<file path="src/rtl/cpu_b_pkg.sv">
// Shared definitions for the register-transfer control path:
// opcodes, instruction field positions and the stepper length.
package cpu_b_pkg;

  typedef enum logic [1:0] {
    OP_MOV  = 2'b00,
    OP_CLR  = 2'b01,
    OP_SWAP = 2'b10,
    OP_NOP  = 2'b11
  } opcode_e;

  localparam int OPC_HI = 7;
  localparam int OPC_LO = 6;
  localparam int RS_HI  = 3;
  localparam int RS_LO  = 2;
  localparam int RD_HI  = 1;
  localparam int RD_LO  = 0;

  localparam logic [2:0] STEP_LAST = 3'd7;

  function automatic logic [3:0] onehot4(input logic [1:0] idx);
    return 4'b0001 << idx;
  endfunction

endpackage

</file>
<file path="src/rtl/reg_xfer_ctrl_stepper.sv">
// Instruction stepper: idles at 0, runs 1..NUM_STEPS once per start,
// then returns to 0. `last` marks the final step.
module stepper #(
  parameter int NUM_STEPS = 7
) (
  input  logic       clk,
  input  logic       reset,
  input  logic       start,
  output logic [2:0] step,
  output logic       last
);

  localparam logic [2:0] LAST = 3'(NUM_STEPS);

  logic [2:0] step_q;
  logic [2:0] step_d;

  always_ff @(posedge clk) begin
    if (reset) step_q <= '0;
    else       step_q <= step_d;
  end

  // start is only honoured from idle; an active sequence always runs to LAST
  always_comb begin
    step_d = step_q;
    if (step_q == 3'd0) begin
      if (start) step_d = 3'd1;
    end else if (step_q == LAST) begin
      step_d = 3'd0;
    end else begin
      step_d = step_q + 3'd1;
    end
  end

  assign step = step_q;
  assign last = (step_q == LAST);

endmodule

</file>
<file path="src/rtl/reg_xfer_ctrl.sv">
// Register-transfer sequencer for the four-entry GPR file: latches one
// instruction per handshake and drives the bus select lines step by step.
module reg_xfer_ctrl
  import cpu_b_pkg::*;
#(
  parameter int NUM_STEPS = int'(STEP_LAST)
) (
  input  logic       clk,
  input  logic       reset,
  input  logic [7:0] instr,
  input  logic       instr_valid,
  output logic       ready,
  output logic       s_r0,
  output logic       s_r1,
  output logic       s_r2,
  output logic       s_r3,
  output logic       e_r0,
  output logic       e_r1,
  output logic       e_r2,
  output logic       e_r3,
  output logic       s_tmp,
  output logic       e_tmp,
  output logic       bus_zero,
  output logic [2:0] step,
  output logic       done
);

  logic [7:0] ir;
  logic       accept;
  logic       last;
  opcode_e    opc;
  logic [1:0] rs;
  logic [1:0] rd;
  logic [3:0] set_r;
  logic [3:0] en_r;

  assign ready  = (step == 3'd0);
  assign accept = instr_valid && ready;

  always_ff @(posedge clk) begin
    if (reset)       ir <= 8'h00;
    else if (accept) ir <= instr;
  end

  stepper #(.NUM_STEPS(NUM_STEPS)) u_stepper (
    .clk   (clk),
    .reset (reset),
    .start (accept),
    .step  (step),
    .last  (last)
  );

  assign opc = opcode_e'(ir[OPC_HI:OPC_LO]);
  assign rs  = ir[RS_HI:RS_LO];
  assign rd  = ir[RD_HI:RD_LO];

  // Each transfer enables its source one step early so the bus has settled
  // for a full cycle before the matching set strobe latches it.
  always_comb begin
    set_r    = '0;
    en_r     = '0;
    s_tmp    = 1'b0;
    e_tmp    = 1'b0;
    bus_zero = 1'b0;
    case (opc)
      OP_MOV: begin
        if (step == 3'd1 || step == 3'd2) en_r  = onehot4(rs);
        if (step == 3'd2)                 set_r = onehot4(rd);
      end
      OP_CLR: begin
        if (step == 3'd1 || step == 3'd2) bus_zero = 1'b1;
        if (step == 3'd2)                 set_r    = onehot4(rd);
      end
      OP_SWAP: begin
        case (step)
          3'd1: en_r = onehot4(rs);
          3'd2: begin
            en_r  = onehot4(rs);
            s_tmp = 1'b1;
          end
          3'd3: en_r = onehot4(rd);
          3'd4: begin
            en_r  = onehot4(rd);
            set_r = onehot4(rs);
          end
          3'd5: e_tmp = 1'b1;
          3'd6: begin
            e_tmp = 1'b1;
            set_r = onehot4(rd);
          end
          default: ;
        endcase
      end
      default: ;
    endcase
  end

  assign {s_r3, s_r2, s_r1, s_r0} = set_r;
  assign {e_r3, e_r2, e_r1, e_r0} = en_r;
  assign done = last;

endmodule

</file>
<file path="config.mk">
export PLATFORM = sky130hd
export DESIGN_NAME = reg_xfer_ctrl
export DESIGN_NICKNAME = d
export VERILOG_FILES = /design/src/rtl/cpu_b_pkg.sv /design/src/rtl/reg_xfer_ctrl_stepper.sv /design/src/rtl/reg_xfer_ctrl.sv
export SDC_FILE = /design/constraint.sdc
export NUM_CORES = 1
export LEC_CHECK = 0
export CAP_MARGIN = 20
export CORE_MARGIN = 2
export CORE_UTILIZATION = 40
export DETAILED_ROUTE_END_ITERATION = 10
export PLACE_DENSITY = 0.76
export SYNTH_ARGS = -nofsm -noshare
export SYNTH_HDL_FRONTEND = slang
export SYNTH_SLANG_ARGS = --single-unit
</file>
<file path="constraint.sdc">
create_clock -name clk -period 1.85 [get_ports clk]
set_input_delay 0.185 -clock clk [delete_from_list [all_inputs] [get_ports clk]]
set_output_delay 0.185 -clock clk [all_outputs]
set_load 0.01 [all_outputs]
</file>
==> impl_metrics.yaml, run 1 <==
yosys:
  yosysTopAreaCell: "dfxtp_1"
  synthFlopType: "dfxtp_1"
  synthCells: 74
  yosysUniqueCellTypes: 27
  synth_seq_cells: 9
  ys_seq_area_share_pct: 29.8
  async_flop_share_pct: 0
  ys_top_cells_by_area: "dfxtp_1, ha_1, a21oi_1"
  synth_edf_count: 0
  syn-num-nets: 90
  yosysTopAreaCellShare_pct: 29.8
  syn_avg_cell_area_um2: 8.18
  synthesis.area_um2: 606
  synth_warnings: 0
pwr:
  p_leak_nw: 0.397
  ir_drop_v: 0.000517
  cellPowerDensity_mw_per_mm2: 812
layout:
  fill_cells: 144
  diodes: 0
  nNetsFinal: 122
  mostFrequentLayoutCells: "clkdlybuf4s50_1, nand2_1, a21oi_1, nand3_1, buf_4"
  final_common_cell: "clkdlybuf4s50_1"
  finish.utilization_pct: 62.6
  area_delta_synth_final_pct: 50.2
  multi_input_area_um2: 423
  seqCellArea_um2: 184
  drive_above_1_share_pct: 31.4
sta:
  skew_ns: 0.00177
  period_share_pct: 97.8
  finalHoldViolCount: 0
  worst_pin_slew_ns: 0.330
  finalCriticalPeriod_ns: 1.81
  clock.fmax_mhz: 553
  rsz0062_at_grt: "yes"
  fin_ws_ns: 0.0404
  drv_slew: 0
  setup_viol: 0
  slew_headroom_pct: 77.9
clock_tree:
  cts_tree: "yes"
  clk_latency_ns: 0.26
  cts_max_level: 1
  cts_buffers: 3
  clk_pin_slew_worst_paths_ns: 0.06
  cts.sinks: 9
  clockBufferDepth: 2
  root_buffer: "clkbuf_4"
  holdBufCountCts: 0
global_routing:
  grt_use_met3_pct: 1.28
  grt_pass1_wl_um: 2580
  track_usage_pct: 18.1
  grt_pass1_vias: 612
  busiest_layer: "met2"
  grtUsageMet1_pct: 22.3
  antenna_found_initial: 0
  grt_overflow_total: 0
  grt_max_degree: 12
  use_met2_pct: 30.9
worst_setup_path:
  endpoint_kind: "output pin"
  cp.required_ns: 1.66
  crit_fanout: 4
  crit_arrival_ns: 1.62
  cp-start-kind: "flip-flop"
  critPathKind: "reg -> out"
placed_design:
  gp_congestion: 0.809
  portBuffers: 24
  dp_hpwl_um: 1100
  post-place-ws_ns: -0.105
hold_path:
  hold_class: "in -> reg"
route:
  vias_per_cell: 5.57
  wl_per_cell_um: 13.2
  drc: 0
  vias: 674
  drt_wl_total_um: 1600
  antenna_left: 0
  drt-initial-drc-count: 16
  firstDrtPassIters: 4
floorplanning:
  dieHeight_um: 42.9
  start_util_pct: 41.7
  ios: 27
  dieArea_mm2: 0.00184
  std_cell_rows: 14
  core_mm2: 0.00145
  die-width_um: 42.9
outcome:
  status: "finished, final reports clean"
job:
  maxCapViolCount: 0
==> final timing paths <==
check,start,endpoint,slack [ns],depth (start not counted)
worst max register to register,u_stepper.step[1],u_stepper.step[1],0.33,6
worst min-delay path,instr[6],ir[6],0.48,3
worst min register to register,ir[0],ir[0],0.49,2
worst max-delay path,u_stepper.step[0],e_r0,0.04,6
==> through the flow <==
stage          cell area [µm²]  hold WS, ns  instances  setup TNS [ns]  power (mW)
5_1_grt                    910        0.504        121         -0.0205       0.786
2_1_floorplan              606        0.332         74               0       0.433
4_1_cts                    921        0.473        121               0       0.738
3_3_place_gp               885        0.480        116         -0.0878       0.561
6_report                   910        0.483        121               0       0.738
3_5_place_dp               885        0.486        116          -0.242       0.569
==> flip-flops by register name (all words and copies together) (netlist names) <==
| register | count |
|---|---|
| ir | 6 |
| u_stepper.step | 3 |
==> layer usage <==
layer | wire (µm) | part of all wire, %
met5 | 0 | 0
met2 | 818 | 51
met3 | 98 | 6.1
met4 | 6 | 0.38
met1 | 672 | 42
==> critical path, cell delays in order, from the launching register on <==
cell and delay [ns]:
dfxtp_2 0.33, inv_2 0.06, ha_2 0.18, nor2_1 0.06, or3_4 0.36, o32ai_2 0.20
buf_2 0.17
==> Yosys cell counts (2+ instances only) <==
cell type,count
o22ai_1,6
nand2_1,10
nand3_1,7
nor3b_1,2
nand3b_1,2
a21oi_1,8
ha_1,5
nor2b_2,2
nor2_1,2
inv_1,2
dfxtp_1,9
nand2b_1,4
==> layout make-up <==
| type | instances | area share, % |
|---|---|---|
| clock buffers | 4 | 2.89 |
| repair buffers | 31 | 27.4 |
| well taps | 16 | 2.20 |
| multi-input cells | 59 | 46.5 |
| inverters | 2 | 0.825 |
| flip-flops and latches | 9 | 20.2 |
==> what timing repair did <==
action                     4_1_cts  5_1_grt
setup endpoints to repair       13        7
resized for setup               34       12
setup buffers                    1        0
==> logic make-up after synthesis <==
group / count (synthesis) / synth area share [%]
simple gates: 35 / 33.7
buf+inv: 6 / 5.58
mux: 1 / 1.86
flops: 9 / 29.8
compound gates: 18 / 18.8
fa+ha+maj: 5 / 10.3
==> power breakdown <==
group          switching [mW]  total [mW]  internal (mW)
Combinational           0.158       0.337          0.179
Sequential             0.0305       0.251          0.220
Clock                  0.0674       0.150         0.0830
Total                   0.256       0.738          0.482
No activity file was read; power rests on OpenSTA's default activity.
==> run 2: changes to the inputs <==
Settings changed: REMOVE_ABC_BUFFERS from default to 1.
==> run 2 against run 1 <==
Effect of this change: non-clock buffer count increased by 6; final cell count increased by 5.0%; worst setup slack got worse by 0.024 ns; sequential share of layout area decreased by 1.6 points; die area unchanged; routed wire length increased by 13%; first-iteration DRC count increased by 25%; critical endpoint unchanged.
==> impl_metrics.yaml, run 2 (same netlist as run 1, synthesis figures left out) <==
route:
  vias: 689
  firstDrtPassIters: 4
  drc: 0
  drt_wl_total_um: 1800
  drt-initial-drc-count: 20
  wl_per_cell_um: 14.1
  vias_per_cell: 5.43
  antenna_left: 0
sta:
  finalCriticalPeriod_ns: 1.83
  fin_ws_ns: 0.0165
  finalHoldViolCount: 0
  setup_viol: 0
  drv_slew: 0
  rsz0062_at_grt: "yes"
  fin_tns_setup_ns: 0
  worst_pin_slew_ns: 0.325
  skew_ns: 0.00116
  slew_headroom_pct: 78.2
  clock.fmax_mhz: 545
  period_share_pct: 99.1
layout:
  design_area_mm2: 0.00101
  fill_cells: 123
  mostFrequentLayoutCells: "buf_4, clkdlybuf4s50_1, nand2_1, a21oi_1, nand3_1"
  area_delta_synth_final_pct: 67.1
  nNetsFinal: 128
  finish.utilization_pct: 69.6
  drive_above_1_share_pct: 39.6
  final_common_cell: "buf_4"
  multi_input_area_um2: 465
  seqCellArea_um2: 189
  diodes: 0
  top_register: "ir"
  largest_register_ffs: 6
floorplanning:
  ios: 27
  die-width_um: 42.9
  dieArea_mm2: 0.00184
  std_cell_rows: 14
  core_mm2: 0.00145
  start_util_pct: 41.7
  dieHeight_um: 42.9
job:
  maxCapViolCount: 0
global_routing:
  grt_overflow_total: 0
  grt_max_degree: 11
  track_usage_pct: 18.6
  grt_pass1_vias: 613
  antenna_found_initial: 0
  grt_pass1_wl_um: 2550
outcome:
  status: "finished, final reports clean"
placed_design:
  post-place-ws_ns: -0.0964
  dp_hpwl_um: 1250
  gp_congestion: 0.775
  dpl_cell_area_um2: 915
  portBuffers: 24
worst_setup_path:
  r2r_setup_slack_ns: 0.19
  cpPeakStageDelay_ns: 0.38
  cp.required_ns: 1.66
  crit_arrival_ns: 1.65
  r2r-start: "u_stepper.step[0]"
  crit_fanout: 3
  path_buf_inv: 2
  cp-start-kind: "flip-flop"
  path_cells: "inv_4 -> ha_4 -> nor2_4 -> or3_4 -> o32ai_2 -> buf_2"
  path_delay_family: "simple AND/OR/NAND/NOR gates"
  endpoint_kind: "output pin"
  r2r-end: "u_stepper.step[1]"
  ff2ff_path_depth: 7
  critPathSlowestCell: "or3_4"
  critPathKind: "reg -> out"
clock_tree:
  cts_tree: "yes"
  clk_latency_ns: 0.26
  clk_pin_slew_worst_paths_ns: 0.06
  cts_buffers: 3
  cts_max_level: 1
  cts.sinks: 9
  clockBufferDepth: 2
  root_buffer: "clkbuf_4"
pwr:
  cellPowerDensity_mw_per_mm2: 802
  p_leak_nw: 0.452
  ir_drop_v: 0.000451
hold_path:
  worstHoldPathCells: 3
  min_to: "ir[6]"
  hold_start: "instr[6]"
  hold_class: "in -> reg"
[run 2: cell types whose count changed in the layout (fill, tap and decap cells not counted), sizes merged]
cell / previous run / this run
buf: 12 / 17
dlymetal6s2s: 0 / 2
clkbuf: 7 / 8
clkdlybuf4s15: 1 / 0
clkdlybuf4s50: 12 / 11
[run 2: metrics by stage]
step	hold WS (ns)	std cells	power (mW)
final	0.487	127	0.812
after global routing	0.516	127	0.867
after CTS	0.486	125	0.742
after floorplan	0.254	70	0.417
after detailed placement	0.506	120	0.605
after global placement	0.477	120	0.593
[run 2: metal layers]
metal  up-vias  part of all wire [%]  global-route usage, %
li1        341                     -                      -
met1       325                    43                   22.3
met2        21                    52                   30.0
met3         2                   4.1                   2.98
met4         0                   1.1                   13.1
met5         -                     0                      0
[run 2: power by group]
part	switching [mW]	leakage [nW]	internal (mW)
Sequential	0.0389	0.0756	0.222
Combinational	0.185	0.362	0.217
Clock	0.0655	0.0150	0.0829
[run 2: what timing repair did]
| action | CTS | global route |
|---|---|---|
| resized for setup | 25 | 31 |
| pin swaps | 0 | 4 |
| setup buffers | 1 | 2 |
| endpoints found under the setup margin | 12 | 11 |
| hold buffers | 0 | 0 |
[run 2: worst max-delay path by stage]
stage	cells after the start	startpoint	slack, ns	end
global route	8	u_stepper.step[0]	-0.06	s_r2
detailed placement	6	u_stepper.step[0]	-0.1	e_r0
floorplan	5	u_stepper.step[0]	0.35	u_stepper.step[1]
global placement	6	u_stepper.step[0]	-0.06	e_r0
CTS	7	u_stepper.step[0]	0.004	s_r2
finish	6	u_stepper.step[0]	0.02	e_r0
[run 2: layout make-up]
class | instances | share of cell area (%)
sequential | 9 | 18.7
multi-input combinational | 59 | 46.0
clock buffer | 4 | 2.60
tap | 16 | 1.98
timing repair buffer | 37 | 29.5
inverter | 2 | 1.24
[run 2: worst reg2reg max path: stages, from the launching register on]
cell and delay (ns):
dfxtp_4 0.38, inv_4 0.05, ha_1 0.23, buf_4 0.14, nor2b_2 0.16, buf_4 0.15, or3b_1 0.34, a21oi_1 0.14
==> run 3: changes to the inputs <==
Settings changed: CTS_CLUSTER_SIZE from default to 25, SKIP_LAST_GASP from default to 1, SLEW_MARGIN from default to 20.
==> run 3 against run 2 <==
Effect of this change: via count rose by 0.44%; critical path type unchanged; maximum frequency fell by 0.20%; sequential power fell by 5%; clock skew barely moved; critical endpoint is now e_r2; global-route usage fell by 0.088 points; non-clock buffer count fell by 2; clock power barely moved; power fell by 8.8%; routed wire length fell by 9.6%; die area did not move; cell area fell by 7.5%; core utilization fell by 5.2 points.
==> impl_metrics.yaml, run 3 (same netlist as run 1, synthesis figures left out) <==
clock_tree:
  cts_buffers: 3
  holdBufCountCts: 0
  clk_latency_ns: 0.26
  cts_max_level: 1
  clk_pin_slew_worst_paths_ns: 0.06
  clockBufferDepth: 2
  cts_tree: "yes"
  cts.sinks: 9
  root_buffer: "clkbuf_4"
placed_design:
  dp_hpwl_um: 1250
  portBuffers: 24
  gp_congestion: 0.775
  dpl_cell_area_um2: 915
route:
  firstDrtPassIters: 4
  vias_per_cell: 5.54
  drt-initial-drc-count: 23
  wl_per_cell_um: 13.0
  drt_wl_total_um: 1620
  vias: 692
  antenna_left: 0
  drc: 0
pwr:
  power_uw: 740
  ir_drop_v: 0.000418
  cellPowerDensity_mw_per_mm2: 791
  p_leak_nw: 0.432
layout:
  nNetsFinal: 126
  largest_register_ffs: 6
  mostFrequentLayoutCells: "clkdlybuf4s50_1, buf_4, nand2_1, a21oi_1"
  fill_cells: 134
  design_area_um2: 936
  drive_above_1_share_pct: 32.1
  area_delta_synth_final_pct: 54.5
  diodes: 0
  top_register: "ir"
global_routing:
  grt_max_degree: 11
  grt_pass1_wl_um: 2540
  grt_pass1_vias: 613
  grt_overflow_total: 0
  track_usage_pct: 18.6
  antenna_found_initial: 0
worst_setup_path:
  critPathSlowestCell: "or3_4"
  path_cells: "inv_1 -> ha_2 -> nor2_1 -> or3_4 -> o22ai_1 -> clkdlybuf4s15_2"
  path_buf_inv: 2
  endpoint_kind: "output pin"
  crit_arrival_ns: 1.65
  crit_fanout: 4
  critPathKind: "reg -> out"
  cp-start-kind: "flip-flop"
  path_delay_family: "simple AND/OR/NAND/NOR gates"
  cp.required_ns: 1.66
  cpPeakStageDelay_ns: 0.36
sta:
  rsz0062_at_grt: "yes"
  setup_viol: 0
  slew_headroom_pct: 77.9
  clock.fmax_mhz: 544
  drv_slew: 0
  finalHoldViolCount: 0
  skew_ns: 0.00117
  worst_pin_slew_ns: 0.331
  finalCriticalPeriod_ns: 1.84
  period_share_pct: 99.3
floorplanning:
  std_cell_rows: 14
  dieHeight_um: 42.9
  dieArea_mm2: 0.00184
  ios: 27
  core_mm2: 0.00145
  die-width_um: 42.9
  start_util_pct: 41.7
hold_path:
  hold_class: "in -> reg"
job:
  maxCapViolCount: 0
outcome:
  status: "finished, final reports clean"
==> run 3: final cells by class <==
class / instances / area, µm² / area share (%)
multi-input cells: 59 / 409 / 43.7
clock buffers: 4 / 26.3 / 2.81
well taps: 16 / 20.0 / 2.14
flip-flops and latches: 9 / 183 / 19.5
inverters: 2 / 7.51 / 0.802
repair buffers: 35 / 290 / 31.0
==> run 3: tightest hold or removal path: stages <==
cell             delay [ns]
clkdlybuf4s50_1        0.39
nand3_1                0.06
a21oi_1                0.05
==> run 3: stage by stage <==
step                      std cells  utilization (%)  hold slack (ns)  setup TNS (ns)  setup slack (ns)
after floorplan                  70                -            0.254               0             0.348
after global placement          120             62.9            0.477         -0.0601           -0.0601
after detailed placement        120             62.9            0.506          -0.197           -0.0964
after CTS                       125             64.8            0.486         -0.0942           -0.0942
after global routing            125             64.4            0.516          -0.120           -0.0725
final                           125             64.4            0.487               0            0.0128
==> run 3: what timing repair did <==
action                     in CTS  in global routing
resized for setup              22                 17
setup buffers                   1                  0
setup endpoints to repair      12                 11
==> run 3: report_power, final <==
group,leakage (nW),internal (mW),switching [mW]
sequential,0.0745,0.220,0.0282
clock,0.0150,0.0830,0.0665
combinational,0.342,0.184,0.159
==> run 3: final timing paths <==
check                                        from                end  slack [ns]  depth (start not counted)
worst max register to register  u_stepper.step[1]  u_stepper.step[1]        0.22                          7
worst min register to register              ir[0]              ir[0]        0.51                          2
worst max-delay path            u_stepper.step[0]               e_r2        0.01                          6
worst min-delay path                     instr[6]              ir[6]        0.49                          3
==> run 3: routing by layer <==
metal | share of wire (%) | up-vias | GRT usage [%] | routed length, µm
met3 | 4.8 | 2 | 2.98 | 78
li1 | - | 337 | - | -
met5 | 0 | - | 0 | 0
met1 | 44 | 328 | 22.0 | 711
met2 | 50 | 25 | 30.0 | 814
met4 | 1.2 | 0 | 13.1 | 19
